--- src/rtl/core_pkg.sv ---
// Shared definitions for the ARM-subset core: control bundle layout,
// EXE_CMD encodings and the pipeline-register action type.
package core_pkg;

  localparam int CTRL_W = 9;

  // Bit positions inside the decoder control bundle.
  localparam int CTRL_WB     = 8;
  localparam int CTRL_MR     = 7;
  localparam int CTRL_MW     = 6;
  localparam int CTRL_CMD_HI = 5;
  localparam int CTRL_CMD_LO = 2;
  localparam int CTRL_B      = 1;
  localparam int CTRL_S      = 0;

  // ALU command encodings carried in EXE_CMD.
  localparam logic [3:0] EXE_MOV = 4'b0001;
  localparam logic [3:0] EXE_ADD = 4'b0010;
  localparam logic [3:0] EXE_ADC = 4'b0011;
  localparam logic [3:0] EXE_SUB = 4'b0100;
  localparam logic [3:0] EXE_SBC = 4'b0101;
  localparam logic [3:0] EXE_AND = 4'b0110;
  localparam logic [3:0] EXE_ORR = 4'b0111;
  localparam logic [3:0] EXE_EOR = 4'b1000;
  localparam logic [3:0] EXE_MVN = 4'b1001;

  // The single action a pipeline register performs on a clock edge
  // (reset is handled separately inside the flops).
  typedef enum logic [1:0] {
    ACT_LOAD   = 2'd0,
    ACT_BUBBLE = 2'd1,
    ACT_HOLD   = 2'd2,
    ACT_FLUSH  = 2'd3
  } stage_act_e;

  // Extract the ALU command field from a control bundle.
  function automatic logic [3:0] ctrl_exe_cmd(input logic [CTRL_W-1:0] ctrl);
    return ctrl[CTRL_CMD_HI:CTRL_CMD_LO];
  endfunction

endpackage

--- src/rtl/id_exe_reg_sat_counter.sv ---
// Saturating event counter: counts up on inc, sticks at all-ones.
module sat_counter #(
  parameter int CNT_W = 16
) (
  input  logic             clk,
  input  logic             rst,
  input  logic             inc,
  output logic [CNT_W-1:0] count
);

  logic [CNT_W-1:0] count_q, count_d;

  // Next count: increment only while below the all-ones ceiling.
  always_comb begin
    count_d = count_q;
    if (inc && (count_q != '1)) begin
      count_d = count_q + CNT_W'(1);
    end
  end

  // Counter register with synchronous active-low reset.
  always_ff @(posedge clk) begin
    if (!rst) begin
      count_q <= '0;
    end else begin
      count_q <= count_d;
    end
  end

  assign count = count_q;

endmodule

--- src/rtl/id_exe_reg.sv ---
// Decode-to-execute pipeline register with flush, freeze and hazard-bubble
// handling, plus saturating bubble/flush counters for performance debug.
module id_exe_reg
  import core_pkg::*;
#(
  parameter int DATA_W = 32,
  parameter int CNT_W  = 16
) (
  input  logic              clk,
  input  logic              rst,
  input  logic              flush,
  input  logic              freeze,
  input  logic              hazard,
  input  logic [CTRL_W-1:0] ctrl_in,
  input  logic [DATA_W-1:0] pc_in,
  input  logic [DATA_W-1:0] val_rn_in,
  input  logic [DATA_W-1:0] val_rm_in,
  input  logic              imm_in,
  input  logic [11:0]       shift_operand_in,
  input  logic [23:0]       signed_imm24_in,
  input  logic [3:0]        dest_in,
  input  logic [3:0]        src1_in,
  input  logic [3:0]        src2_in,
  input  logic              carry_in,
  output logic              wb_en,
  output logic              mem_r_en,
  output logic              mem_w_en,
  output logic [3:0]        exe_cmd,
  output logic              b,
  output logic              s,
  output logic [DATA_W-1:0] pc,
  output logic [DATA_W-1:0] val_rn,
  output logic [DATA_W-1:0] val_rm,
  output logic              imm,
  output logic              carry,
  output logic [11:0]       shift_operand,
  output logic [23:0]       signed_imm24,
  output logic [3:0]        dest,
  output logic [3:0]        src1,
  output logic [3:0]        src2,
  output logic              valid_out,
  output logic [CNT_W-1:0]  bubble_cnt,
  output logic [CNT_W-1:0]  flush_cnt
);

  stage_act_e act;

  logic [CTRL_W-1:0] ctrl_q,   ctrl_d;
  logic              valid_q,  valid_d;
  logic [DATA_W-1:0] pc_q,     pc_d;
  logic [DATA_W-1:0] rn_q,     rn_d;
  logic [DATA_W-1:0] rm_q,     rm_d;
  logic              imm_q,    imm_d;
  logic              carry_q,  carry_d;
  logic [11:0]       shop_q,   shop_d;
  logic [23:0]       simm_q,   simm_d;
  logic [3:0]        dest_q,   dest_d;
  logic [3:0]        src1_q,   src1_d;
  logic [3:0]        src2_q,   src2_d;

  // Pick the one action for this edge: flush beats freeze beats hazard.
  always_comb begin
    act = ACT_LOAD;
    if (flush) begin
      act = ACT_FLUSH;
    end else if (freeze) begin
      act = ACT_HOLD;
    end else if (hazard) begin
      act = ACT_BUBBLE;
    end
  end

  // Next-state for every field according to the selected action.
  always_comb begin
    // NOTE: every variable gets a default before the case so that no path
    // leaves it unassigned, which would otherwise infer a latch.
    ctrl_d  = ctrl_q;
    valid_d = valid_q;
    pc_d    = pc_q;
    rn_d    = rn_q;
    rm_d    = rm_q;
    imm_d   = imm_q;
    carry_d = carry_q;
    shop_d  = shop_q;
    simm_d  = simm_q;
    dest_d  = dest_q;
    src1_d  = src1_q;
    src2_d  = src2_q;

    // Bubbles and loads both capture the data fields; they differ only in
    // whether the control bundle is kept or zeroed.
    if ((act == ACT_LOAD) || (act == ACT_BUBBLE)) begin
      pc_d    = pc_in;
      rn_d    = val_rn_in;
      rm_d    = val_rm_in;
      imm_d   = imm_in;
      carry_d = carry_in;
      shop_d  = shift_operand_in;
      simm_d  = signed_imm24_in;
      dest_d  = dest_in;
      src1_d  = src1_in;
      src2_d  = src2_in;
    end

    case (act)
      ACT_LOAD: begin
        ctrl_d  = ctrl_in;
        valid_d = 1'b1;
      end
      ACT_BUBBLE: begin
        ctrl_d  = '0;
        valid_d = 1'b0;
      end
      ACT_FLUSH: begin
        ctrl_d  = '0;
        valid_d = 1'b0;
        pc_d    = '0;
        rn_d    = '0;
        rm_d    = '0;
        imm_d   = 1'b0;
        carry_d = 1'b0;
        shop_d  = '0;
        simm_d  = '0;
        dest_d  = '0;
        src1_d  = '0;
        src2_d  = '0;
      end
      default: ; // ACT_HOLD keeps the defaults
    endcase
  end

  // Stage registers; reset wins even while frozen.
  always_ff @(posedge clk) begin
    // NOTE: sequential state uses non-blocking assignments so every flop
    // samples the pre-edge values regardless of statement order.
    if (!rst) begin
      ctrl_q  <= '0;
      valid_q <= 1'b0;
      pc_q    <= '0;
      rn_q    <= '0;
      rm_q    <= '0;
      imm_q   <= 1'b0;
      carry_q <= 1'b0;
      shop_q  <= '0;
      simm_q  <= '0;
      dest_q  <= '0;
      src1_q  <= '0;
      src2_q  <= '0;
    end else begin
      ctrl_q  <= ctrl_d;
      valid_q <= valid_d;
      pc_q    <= pc_d;
      rn_q    <= rn_d;
      rm_q    <= rm_d;
      imm_q   <= imm_d;
      carry_q <= carry_d;
      shop_q  <= shop_d;
      simm_q  <= simm_d;
      dest_q  <= dest_d;
      src1_q  <= src1_d;
      src2_q  <= src2_d;
    end
  end

  sat_counter #(.CNT_W(CNT_W)) u_bubble_cnt (
    .clk   (clk),
    .rst   (rst),
    .inc   (act == ACT_BUBBLE),
    .count (bubble_cnt)
  );

  sat_counter #(.CNT_W(CNT_W)) u_flush_cnt (
    .clk   (clk),
    .rst   (rst),
    .inc   (act == ACT_FLUSH),
    .count (flush_cnt)
  );

  assign wb_en         = ctrl_q[CTRL_WB];
  assign mem_r_en      = ctrl_q[CTRL_MR];
  assign mem_w_en      = ctrl_q[CTRL_MW];
  assign exe_cmd       = ctrl_exe_cmd(ctrl_q);
  assign b             = ctrl_q[CTRL_B];
  assign s             = ctrl_q[CTRL_S];
  assign valid_out     = valid_q;
  assign pc            = pc_q;
  assign val_rn        = rn_q;
  assign val_rm        = rm_q;
  assign imm           = imm_q;
  assign carry         = carry_q;
  assign shift_operand = shop_q;
  assign signed_imm24  = simm_q;
  assign dest          = dest_q;
  assign src1          = src1_q;
  assign src2          = src2_q;

endmodule
--- config.mk ---
export PLATFORM = sky130hd
export DESIGN_NAME = id_exe_reg
export DESIGN_NICKNAME = d
export VERILOG_FILES = /design/src/rtl/core_pkg.sv /design/src/rtl/id_exe_reg_sat_counter.sv /design/src/rtl/id_exe_reg.sv
export SDC_FILE = /design/constraint.sdc
export NUM_CORES = 1
export LEC_CHECK = 0
export CAP_MARGIN = 25
export CELL_PAD_IN_SITES_DETAIL_PLACEMENT = 0
export CELL_PAD_IN_SITES_GLOBAL_PLACEMENT = 1
export CORE_ASPECT_RATIO = 1.25
export CORE_MARGIN = 2
export CORE_UTILIZATION = 32
export CTS_CLUSTER_DIAMETER = 200
export DETAILED_ROUTE_END_ITERATION = 7
export GPL_TIMING_DRIVEN = 1
export PLACE_DENSITY = 0.84
export SLEW_MARGIN = 20
export SYNTH_ARGS = -nofsm -noshare
export SYNTH_HDL_FRONTEND = slang
export SYNTH_SLANG_ARGS = --single-unit
export TNS_END_PERCENT = 10
--- constraint.sdc ---
create_clock -name clk -period 3.3 [get_ports clk]
set_clock_uncertainty 0.15 [all_clocks]
set_input_delay 0.33 -clock clk [delete_from_list [all_inputs] [get_ports clk]]
set_output_delay 0.33 -clock clk [all_outputs]
set_load 0.03 [all_outputs]
After elaboration in Yosys (flattened, before gate mapping)
Cells that the tools add are included.
{"block": "word_totals", "register_bits": 188, "input_bits": 160, "out_inout_bits": 188, "elab_cells": 33}
{"block": "classes", "n_addsub": 2, "eq_ne": 4, "n_mux": 5, "n_bitwise": 1, "reduce_logical": 7}
{"operator": "16-bit by 1-bit adder with 16-bit output (second input constant)", "n": 2}
{"operator": "16-bit != test (second input constant)", "n": 2}
{"operator": "9-bit one-hot mux with 2 select lines", "n": 1}
{"operator": "2-bit 2-to-1 mux", "n": 2}
{"operator": "2-bit OR reduction", "n": 2}
{"operator": "2-bit by 1-bit == test with 1-bit output (second input constant)", "n": 1}
{"operator": "2-bit == test (second input constant)", "n": 1}
{"operator": "1-bit logical AND", "n": 2}
{"operator": "2-bit logical NOT", "n": 1}
{"operator": "1-bit one-hot mux with 2 select lines", "n": 1}
{"operator": "2-bit nonzero test", "n": 1}
{"operator": "1-bit logical OR", "n": 1}
{"operator": "1-bit 2-to-1 mux", "n": 1}
{"operator": "1-bit inverter", "n": 1}

Longest topological paths before layout
Gate-level depths: netlist (run 1).
{"block": "depth", "ltp_word": 6, "mapped_depth": 6, "ltp_nobuf": 5}

Cells and area by module
A second synthesis (run 1) with hierarchy kept.
{"block": "unflattened", "cells_unflattened": 711, "hier_area_um2": 7288.2}
{"module": "id_exe_reg", "instances": 1, "cells_each": 517, "area_per_inst_um2": 5614.1, "seq_area_each_um2": 3123.0}
{"module": "sat_counter", "instances": 2, "cells_each": 97, "area_per_inst_um2": 837.1, "seq_area_each_um2": 320.3}

Least setup slack after synthesis (run 1)
Ideal clock, no wire load.
{"block": "synth_path", "path_kind": "register -> register", "startpoint": "reg u_bubble_cnt.count_q[0], in the netlist u_bubble_cnt.count[0]", "endpoint": "reg u_bubble_cnt.count_q[14], in the netlist u_bubble_cnt.count[14]", "setup_time_ns": 0.072, "arrival_time_ns": 1.805, "required_ns": 3.078, "slack_ns": 1.273, "path_stages_with_launch": 6, "n_path_buf": 0, "synth_period_minus_slack_ns": 2.027, "path_cell_list": "dfxtp_1 -> ha_1 -> nand3_1 -> nand3b_1 -> a2111oi_2 -> mux2i_1"}
{"block": "synth_via", "elab_chain_len": 2, "elab_cells_between_ends": 3, "classes_between": "1 x add/sub; 1 x eq/ne; 1 x reduce/logical"}
{"element": "start, declared", "line": "id_exe_reg_sat_counter.sv:11", "rtl": "logic [CNT_W-1:0] count_q, count_d;"}
{"element": "start signal, assigned", "line": "id_exe_reg_sat_counter.sv:26", "rtl": "count_q <= count_d;"}
{"element": "parallel branches: the longest is 2 deep, another holds 16-bit by 1-bit adder with 16-bit output"}
Several ways; the timed one is not identified.
A chain may end at the register's enable or synchronous reset.

Worst setup path in the final report (run 1)
{"block": "layout_path", "startpoint": "reg u_bubble_cnt.count_q[1], in the netlist u_bubble_cnt.count[1]", "endpoint": "reg u_bubble_cnt.count_q[0], in the netlist u_bubble_cnt.count[0]"}
{"block": "layout_via", "elab_chain_len": 2}
{"element": "16-bit != test", "line": "id_exe_reg_sat_counter.sv:16", "rtl": "if (inc && (count_q != '1)) begin"}
{"element": "1-bit logical AND", "line": "id_exe_reg_sat_counter.sv:16"}
Every way passes these cells.

==> results of run 1 <==
## synth_stat cells (all sizes together) (3+ instances only)
cell type and instances:
a22oi 9, nand2 32, dfxtp 188, buf 19
nor4 4, and3 6, mux2i 156, o21ai 9
inv 6, and4 4, nand3 9, nand4 6
or3 5, a21oi 14, a31oi 6, nor3 7
or4 4, nand2b 9, nor2 161, clkbuf 21
o41ai 3, o31ai 4
## through the flow
stage / power, W / hold slack, ns / area (um^2) / setup WS (ns) / util (%)
finish: 0.005117 / 0.2968 / 11410 / 1.099 / 52.80
global route: 0.005322 / 0.2966 / 11410 / 0.9155 / 52.80
CTS: 0.005192 / 0.2714 / 11410 / 1.070 / 52.80
detailed placement: 0.003131 / 0.3199 / 10840 / 0.8773 / 50.12
global placement: 0.003124 / 0.3001 / 10840 / 0.8883 / 50.12
floorplan: 0.002758 / 0.3239 / 7098 / 1.273 / -
## worst max-delay path: cells and delay by family, from the launching register on
| kind | cells | cell delay, ns |
|---|---|---|
| flip-flops | 1 | 0.40 |
| AND/OR/NAND/NOR | 2 | 0.93 |
| multiplexers | 1 | 0.17 |
| adder cells (fa/ha/maj) | 1 | 0.19 |
| AO/OA/AOI/OAI | 1 | 0.24 |
## cell families after synthesis
logic type / count (synthesis) / synth area share [%]
compound gates: 59 / 5.641
simple gates: 253 / 16.27
fa+ha+maj: 2 / 0.3525
buf+inv: 46 / 2.715
flops: 188 / 53.02
mux: 156 / 22.00
## layout make-up
cell class	instances	area (um^2)	share of cell area, %
clock buffer	17	425.4	3.727
sequential	188	3764	32.97
timing repair buffer	352	3552	31.12
multi-input combinational	470	3149	27.59
tap	279	349.1	3.058
inverter	6	22.52	0.1973
clock inverter	14	152.6	1.337
## per-layer routing
layer / GRT usage (%) / up-vias / part of all wire (%)
met1: 20.31 / 2877 / 39
met5: 0 / - / 0
met2: 31.43 / 214 / 51
li1: - / 3097 / -
met4: 6.768 / 0 / 2.5
met3: 6.785 / 27 / 7.5
## registers in the layout, summed over array words and instances, names as in the netlist
name and cells:
pc 32, val_rm 32, val_rn 32, signed_imm24 24, u_bubble_cnt.count 16, u_flush_cnt.count 16
shift_operand 12, ctrl_q 9, dest 4, src1 4, src2 4, carry 1
imm 1, valid_out 1
## where the power goes
part	total, W	internal [W]	switching, W
clock	0.00205	0.00107	0.000975
sequential	0.00237	0.00233	0.0000350
combinational	0.000705	0.000375	0.000331
total	0.00512	0.00378	0.00134
## how the worst max path moves through the flow
stage / end / depth (start not counted) / start
4_1_cts: u_bubble_cnt.count[0] / 5 / u_bubble_cnt.count[1]
6_report: u_bubble_cnt.count[0] / 5 / u_bubble_cnt.count[1]
2_1_floorplan: u_bubble_cnt.count[14] / 5 / u_bubble_cnt.count[0]
3_3_place_gp: signed_imm24[19] / 4 / rst
3_5_place_dp: u_bubble_cnt.count[2] / 5 / rst
5_1_grt: u_bubble_cnt.count[0] / 5 / u_bubble_cnt.count[0]
==> qor.log, run 1 <==
[layout] final net count 1197
[yosys] share of flip-flops with an asynchronous set or reset 0%
[layout] most used cells in the layout excluding fill and tap cells clkdlybuf4s50_1 (346), dfxtp_1 (188), nor2_1 (161)
[cts] clock insertion delay at the later pin of the skew report 0.42 ns
[cts] clock tree from TritonCTS done
[yosys] Ys Warns 0
[yosys] cell type with the highest aggregate area in the netlist dfxtp_1
[layout] filler cell count in the final layout 2016
[setup_path] crit path max-delay cell type nor4_4
[hold_path] class of the tightest hold or removal check in2reg
[sta] total negative slack for setup checks 0 ns
[power] Leakage Power 4.510 nW
[layout] share of post-route cells with drive strength above 1 4.298%
[yosys] sequential fraction of the synthesis area 53.02%
[cts] Clk Tree Root Cell clkbuf_16
[setup_path] worst r2r dst u_bubble_cnt.count[0]
[sta] ratio of final minimum period to clock period 66.69%
[sta] timing-limited maximum frequency 0.4544 GHz
[layout] Layout Area Growth over Synthesis 60.81%
[yosys] number of enable-type register cells in the synthesized netlist 0
[route] Routed Antenna Nets 0
[placed_design] global placer's final weighted congestion 0.7845
[global_routing] pin count of the biggest net entering global routing 72
[placed_design] half-perimeter wire length of the detailed placement result 15910 um
[setup_path] Arr. time, crit path 2.34 ns
[power] worst ir drop on vdd 0.0003334 V
[hold_path] Worst Hold Path Cells 3
[cts] htree depth 4
[cts] worst-case clock buffer depth 2
[floorplan] initial standard-cell utilization of the core 32.83%
[global_routing] initial antenna violation count 0
[route] overall routed net length 21670 um
[layout] number of standard cells in the final layout excluding fillers 1326
[route] total iterations of the first detailed-routing run 4
[floorplan] num ports 348
[cts] CTS sink count 188
[power] PD cells 448.3 mW/mm^2
[route] ratio of routed vias to standard cells 4.687
[yosys] flops & latches, synth 188
[route] DRC 0
[setup_path] CP peak stage delay 0.74 ns
[yosys] Mapped Area 0.007098 mm^2
[hold_path] end of the worst hold path val_rn[25]
[route] final routed wire length divided by cell count 16.34 um
[yosys] gate count after technology mapping 704
[layout] antenna diode count 0
[sta] tightest slew margin relative to the limit 37.35%
[floorplan] row count 60
[sta] Max Transition Viols Final 0
[setup_path] critical-path cell list ha_1 -> nand3_1 -> nor4_4 -> a21oi_1 -> mux2i_1
[setup_path] CP Capture Type register
[sta] setup repair after global routing missed its margin false
[setup_path] RR Startpoint u_bubble_cnt.count[1]
[yosys] leading cell types by total area after synthesis dfxtp_1 (53%), mux2i_1 (22%), nor2_1 (8.5%), nand2_1 (1.7%), buf_2 (1.1%)
[floorplan] die height 170.5 um
[sta] number of hold violations in the final report 0
[cts] total of hold buffers inserted after clock tree synthesis 0
[placed_design] count of input and output buffers 347
[yosys] dominant register cell in the synthesized netlist dfxtp_1
[placed_design] placed insts 1295
[floorplan] die span in x 137.2 um
[yosys] number of library cell types mapped by synthesis 42
[sta] Worst-Margin Slew 0.9397 ns
[global_routing] global-route wire length before repair 32940 um
[sta] shortest clock period the worst path allows after layout 2.201 ns
[route] drt initial violations 191
[setup_path] worst setup path category reg2reg
[setup_path] type of origin of the critical path register
[floorplan] Die ar. 0.02340 mm^2
[setup_path] Crit Path Max Fanout 17
[status] status completed
[cts] Inserted Clock Buffers 17
[cts] clock edge transition at the registers on the reported setup and hold paths 0.08 ns
[setup_path] minimum setup slack among reg-to-reg paths 1.10 ns
[global_routing] GRT Overall Usage 18.23%
[flow_run] number of max-capacitance violations reported 0
[hold_path] startpoint of the most critical hold path freeze
[yosys] fraction of synthesized cell area taken by the top area cell type 53.02%
[yosys] Avg Inst Size Synth 10.08 um^2
[cts] cts repair resizes 0
[yosys] Synthesized Nets 866
[route] vias after detailed routing 6215
[floorplan] core box area 0.02162 mm^2
[global_routing] vias in the first global route 6012
[sta] final setup violation count 0
[setup_path] Worst EP required 3.44 ns
[setup_path] Worst R2R Path Depth 5
[global_routing] final global-route overflow total 0
[layout] most frequent standard cell in the layout excluding fill and tap cells clkdlybuf4s50_1
[cts] number of setup buffers added after CTS 0
No activity file was read; power rests on OpenSTA's default activity.
==> run 2, diff against run 1 <==
--- a/config.mk
+++ b/config.mk
@@ -10,11 +10,11 @@
 export CELL_PAD_IN_SITES_GLOBAL_PLACEMENT = 1
 export CORE_ASPECT_RATIO = 1.25
 export CORE_MARGIN = 2
-export CORE_UTILIZATION = 32
+export CORE_UTILIZATION = 27
 export CTS_CLUSTER_DIAMETER = 200
 export DETAILED_ROUTE_END_ITERATION = 7
 export GPL_TIMING_DRIVEN = 1
-export PLACE_DENSITY = 0.84
+export PLACE_DENSITY = 0.75
 export SLEW_MARGIN = 20
 export SYNTH_ARGS = -nofsm -noshare
 export SYNTH_HDL_FRONTEND = slang
==> constraint.sdc (replaced) <==
create_clock -name clk -period 1.9 [get_ports clk]
set_clock_uncertainty 0.15 [all_clocks]
set_input_delay 0.19 -clock clk [delete_from_list [all_inputs] [get_ports clk]]
set_output_delay 0.19 -clock clk [all_outputs]
set_load 0.03 [all_outputs]
==> run 2 against run 1 <==
Compared with the run above: register-to-register slack lost 1.0 ns; combinational power is 82% higher; wire length is 5.0% higher; sequential share of layout area down 1.5 points; die area up 18%; critical path type is now reg2out; largest cell class is now buffers; highest routed layer unchanged.
==> qor.log, run 2 (synthesis results as in run 1) <==
[cts] clock tree from TritonCTS done
[route] overall routed net length 22760 um
[route] DRC 0
[power] Leakage Power 5.066 nW
[route] drt initial violations 182
[floorplan] initial standard-cell utilization of the core 27.37%
[placed_design] cell area after placement 0.01133 mm^2
[sta] total negative slack for setup checks 0 ns
[sta] setup repair after global routing missed its margin false
[route] final routed wire length divided by cell count 15.85 um
[sta] timing-limited maximum frequency 0.5429 GHz
[cts] number of setup buffers added after CTS 0
[setup_path] CP peak stage delay 0.69 ns
[route] ratio of routed vias to standard cells 4.417
[cts] Clk Tree Root Cell clkbuf_16
[setup_path] Arr. time, crit path 1.50 ns
[hold_path] class of the tightest hold or removal check in2reg
[floorplan] die height 185.3 um
[sta] tightest slew margin relative to the limit 53.96%
[route] vias after detailed routing 6343
[floorplan] core box area 0.02593 mm^2
[layout] most used cells in the layout excluding fill and tap cells clkdlybuf4s50_1 (308), dfxtp_1 (186), nor2_1 (161)
[global_routing] routing layer with the top usage in global route met2
[global_routing] GR met2 Demand/Resource 29.05%
[setup_path] Crit Path Max Fanout 2
[cts] clock insertion delay at the later pin of the skew report 0.43 ns
[sta] ratio of final minimum period to clock period 96.94%
[sta] final setup violation count 0
[setup_path] type of origin of the critical path register
[layout] most frequent standard cell in the layout excluding fill and tap cells clkdlybuf4s50_1
[global_routing] initial antenna violation count 0
[sta] Worst-Margin Slew 0.6905 ns
[sta] shortest clock period the worst path allows after layout 1.842 ns
[global_routing] final global-route overflow total 0
[route] Routed Antenna Nets 0
[global_routing] global-route wire length before repair 34890 um
[floorplan] Die ar. 0.02761 mm^2
[global_routing] Global Route met1 Usage 18.43%
[layout] number of standard cells in the final layout excluding fillers 1436
[layout] filler cell count in the final layout 2514
[placed_design] count of input and output buffers 347
[cts] Inserted Clock Buffers 17
[cts] htree depth 4
[flow_run] number of max-capacitance violations reported 0
[placed_design] global placer's final weighted congestion 0.7646
[placed_design] half-perimeter wire length of the detailed placement result 16940 um
[setup_path] crit path max-delay cell type clkdlybuf4s50_1
[route] total iterations of the first detailed-routing run 4
[setup_path] critical-path cell list clkdlybuf4s50_1
[global_routing] GRT Overall Usage 16.20%
[layout] final net count 1245
[placed_design] placed insts 1403
[setup_path] Critical path buffers and inverters 1
[global_routing] met3 track utilization from global routing 4.581%
[setup_path] RR Startpoint u_flush_cnt.count[0]
[layout] antenna diode count 0
[floorplan] row count 66
[cts] CTS sink count 188
[setup_path] minimum setup slack among reg-to-reg paths 0.10 ns
[global_routing] vias in the first global route 6366
[setup_path] CP Capture Type primary output
[power] PD cells 769.1 mW/mm^2
[setup_path] gate family responsible for the most delay along the worst path buffers and inverters
[layout] Layout Area Growth over Synthesis 68.69%
[status] status completed
[setup_path] worst setup path category reg2out
[cts] clock edge transition at the registers on the reported setup and hold paths 0.07 ns
[power] worst ir drop on vdd 0.0005738 V
[setup_path] Worst EP required 1.56 ns
[layout] area of all placed cells without fillers 0.01197 mm^2
[hold_path] startpoint of the most critical hold path freeze
[setup_path] launching instance or port of the critical path val_rm[31]
[sta] number of hold violations in the final report 0
[floorplan] num ports 348
[cts] worst-case clock buffer depth 2
[layout] share of post-route cells with drive strength above 1 8.668%
[global_routing] pin count of the biggest net entering global routing 62
[sta] Max Transition Viols Final 0
[floorplan] die span in x 149.0 um
run 2: report_power, final:
group | total (W) | internal [W] | leakage (nW) | switching, W
Sequential | 0.00411 | 0.00405 | 1.53 | 0.0000577
Clock | 0.00381 | 0.00225 | 0.295 | 0.00157
Combinational | 0.00128 | 0.000690 | 3.24 | 0.000595
Total | 0.00921 | 0.00699 | 5.07 | 0.00222
run 2: path summary, 6_finish.rpt:
path | endpoint | depth (start not counted)
min | ctrl_q[5] | 4
max reg2reg | u_flush_cnt.count[10] | 5
max | val_rm[31] | 1
min reg2reg | val_rn[24] | 2
run 2: final cells by class:
type	instances	area, um^2	share of cell area (%)
tap	340	425.4	3.553
clock inverter	10	162.7	1.358
timing repair buffer	400	3960	33.07
sequential	188	3766	31.45
multi-input combinational	470	3183	26.58
inverter	6	22.52	0.1881
clock buffer	22	454.2	3.793
run 2: routing by layer:
metal / up-vias / wire [um]
met2: 184 / 11910
met3: 20 / 1320
met4: 0 / 405
met1: 2950 / 9119
li1: 3189 / -
met5: - / 0
run 2: per-stage QoR:
stage | total power [W] | worst slack [ns] | util (%) | hold slack (ns)
floorplan | 0.004790 | -0.1061 | - | 0.1839
global placement | 0.005488 | -0.1884 | 43.70 | 0.3130
detailed placement | 0.005498 | -0.2304 | 43.70 | 0.3214
CTS | 0.009382 | 0.002418 | 45.97 | 0.1800
global route | 0.009615 | 0.007138 | 46.18 | 0.1940
finish | 0.009209 | 0.05820 | 46.18 | 0.1600
run 2: repair_timing:
item	4_1_cts	5_1_grt
hold buffers	1	0
gates cloned	0	0
gates resized for setup	31	15
endpoints found under the hold margin	1	0
pin swaps	0	0
setup endpoints to repair	31	13
==> run 3, diff against run 2 <==
--- a/config.mk
+++ b/config.mk
@@ -14,9 +14,10 @@
 export CTS_CLUSTER_DIAMETER = 200
 export DETAILED_ROUTE_END_ITERATION = 7
 export GPL_TIMING_DRIVEN = 1
-export PLACE_DENSITY = 0.75
+export PLACE_DENSITY = 0.74
 export SLEW_MARGIN = 20
 export SYNTH_ARGS = -nofsm -noshare
 export SYNTH_HDL_FRONTEND = slang
+export SYNTH_HIERARCHICAL = 1
 export SYNTH_SLANG_ARGS = --single-unit
 export TNS_END_PERCENT = 10
==> run 3 against run 2 <==
Compared with the run above: die area up 2.6%; final cell count up 0.21%; critical path depth unchanged; synthesized cell count up 0.99%; wire length down 3.7%.
==> qor.log, run 3 <==
[power] PD cells 772.4 mW/mm^2
[cts] worst-case clock buffer depth 2
[cts] htree depth 4
[route] drt initial violations 184
[setup_path] critical-path cell list clkdlybuf4s50_1
[sta] ratio of final minimum period to clock period 96.38%
[yosys] Avg Inst Size Synth 10.25 um^2
[setup_path] Critical path buffers and inverters 1
[setup_path] crit path max-delay cell type clkdlybuf4s50_1
[yosys] gate count after technology mapping 711
[layout] most frequent standard cell in the layout excluding fill and tap cells clkdlybuf4s50_1
[yosys] cell with the most instances after synthesis dfxtp_1
[yosys] share of flip-flops with an asynchronous set or reset 0%
[floorplan] row count 67
[sta] total negative slack for setup checks 0 ns
[route] final routed wire length divided by cell count 15.22 um
[floorplan] initial standard-cell utilization of the core 27.34%
[layout] final net count 1243
[placed_design] half-perimeter wire length of the detailed placement result 15960 um
[global_routing] initial antenna violation count 1
[placed_design] count of input and output buffers 347
[layout] filler cell count in the final layout 2643
[route] overall routed net length 21910 um
[cts] Clk Tree Root Cell clkbuf_16
[route] DRC 0
[sta] tightest slew margin relative to the limit 61.14%
[sta] shortest clock period the worst path allows after layout 1.831 ns
[cts] total of hold buffers inserted after clock tree synthesis 0
[yosys] number of enable-type register cells in the synthesized netlist 0
[layout] most used cells in the layout excluding fill and tap cells clkdlybuf4s50_1 (310), dfxtp_1 (188), nor2_1 (156)
[floorplan] num ports 348
[setup_path] gate family responsible for the most delay along the worst path buffers and inverters
[layout] Layout Area Growth over Synthesis 63.50%
[route] ratio of routed vias to standard cells 4.464
[setup_path] Crit Path Max Fanout 2
[yosys] flops & latches, synth 188
[yosys] Synthesized Nets 873
[yosys] Ys Warns 6
[layout] multi-input combinational cell area 0.003201 mm^2
[setup_path] Arr. time, crit path 1.49 ns
[setup_path] Worst EP required 1.56 ns
[status] status completed
[placed_design] placed insts 1407
[yosys] fraction of synthesized cell area taken by the top area cell type 51.64%
[global_routing] vias in the first global route 6288
[cts] clock insertion delay at the later pin of the skew report 0.43 ns
[layout] Storage cell area 0.003764 mm^2
[global_routing] final global-route overflow total 0
[floorplan] Die ar. 0.02833 mm^2
[yosys] number of library cell types mapped by synthesis 36
[yosys] leading cell types by total area after synthesis dfxtp_1 (52%), mux2i_1 (21%), nor2_1 (8.0%), buf_6 (2.8%), a21oi_1 (1.9%)
[sta] Worst-Margin Slew 0.5754 ns
[sta] final setup violation count 0
[hold_path] class of the tightest hold or removal check in2reg
[setup_path] type of origin of the critical path register
[global_routing] pin count of the biggest net entering global routing 76
[cts] Inserted Clock Buffers 17
[cts] clock edge transition at the registers on the reported setup and hold paths 0.07 ns
[cts] CTS sink count 188
[setup_path] CP Capture Type primary output
[global_routing] GRT Overall Usage 15.04%
[cts] number of setup buffers added after CTS 0
[floorplan] core box area 0.02666 mm^2
[sta] Max Transition Viols Final 0
[cts] clock tree from TritonCTS done
[route] vias after detailed routing 6423
[sta] number of hold violations in the final report 0
[power] Leakage Power 4.916 nW
[route] total iterations of the first detailed-routing run 4
[layout] number of standard cells in the final layout excluding fillers 1439
[sta] hold_ws 0.05922 ns
[placed_design] global placer's final weighted congestion 0.7566
[setup_path] CP peak stage delay 0.71 ns
[floorplan] die height 187.7 um
[layout] share of the core filled with cells in the final layout 44.70%
[yosys] Mapped Area 0.007288 mm^2
[sta] setup repair after global routing missed its margin true
[yosys] ranking of synthesized cells by instance count dfxtp_1 (188), nor2_1 (156), mux2i_1 (152)
[route] Routed Antenna Nets 0
[power] worst ir drop on vdd 0.0005821 V
[yosys] cell type with the highest aggregate area in the netlist dfxtp_1
[flow_run] number of max-capacitance violations reported 0
[yosys] dominant register cell in the synthesized netlist dfxtp_1
[setup_path] worst setup path category reg2out
[floorplan] die span in x 151.0 um
[global_routing] global-route wire length before repair 33560 um
[layout] share of post-route cells with drive strength above 1 7.868%
[yosys] sequential fraction of the synthesis area 51.64%
[sta] timing-limited maximum frequency 0.5461 GHz
-- run 3: cell type report --
| cell class | count | area share, % |
|---|---|---|
| Timing Repair Buffer | 392 | 32.40 |
| Sequential cell | 188 | 31.58 |
| Multi-Input combinational cell | 474 | 26.86 |
| Clock buffer | 19 | 3.717 |
| Tap cell | 345 | 3.622 |
| Clock inverter | 12 | 1.543 |
| Inverter | 8 | 0.2520 |
| Antenna cell | 1 | 0.02100 |
-- run 3: per-stage QoR --
step	cell area, um^2	total power (W)	setup slack (ns)
floorplan	7297	0.004810	-0.02730
global placement	11320	0.005451	-0.3420
detailed placement	11320	0.005457	-0.3963
CTS	11910	0.009368	0.01188
global route	11920	0.009580	-0.01076
finish	11920	0.009204	0.06872
-- run 3: worst paths after layout --
kind	start	endpoint	slack, ns	cells past startpoint
min	freeze	valid_out	0.06	4
max reg2reg	u_flush_cnt/count[0]	u_flush_cnt/count[7]	0.10	6
min reg2reg	ctrl_q[1]	ctrl_q[1]	0.30	2
max	val_rm[2]	val_rm[2]	0.07	1
-- run 3: report_power, final --
group / internal [W] / leakage (nW) / total [W] / switching [W]
logic: 0.000671 / 3.09 / 0.00125 / 0.000574
registers: 0.00405 / 1.53 / 0.00410 / 0.0000549
clock network: 0.00225 / 0.300 / 0.00385 / 0.00161
-- run 3: cell families after synthesis --
| family | synth area share, % |
|---|---|
| buffers and inverters | 4.755 |
| XOR/XNOR | 0.4808 |
| AND/OR/NAND/NOR | 17.51 |
| adder cells (fa/ha/maj) | 0.3433 |
| AO/OA/AOI/OAI | 4.395 |
| multiplexers | 20.88 |
| flip-flops | 51.64 |
-- run 3: what timing repair did --
action / in CTS / in global routing
setup endpoints to repair: 35 / 6
resized for setup: 35 / 3
gates cloned: 0 / 0
-- run 3: metal layers --
layer  track usage [%]  routed length [um]  up-vias
met5                 0                   0        -
met4             4.960                 446        0
met3             5.523                1947       27
met2             25.94               10460      258
met1             17.03                9048     2935
li1                  -                   -     3203
-- run 3: worst min-delay path, delay by kind of cell --
family / cells / cell delay (ns)
buf+inv: 2 / 0.25
simple gates: 2 / 0.16
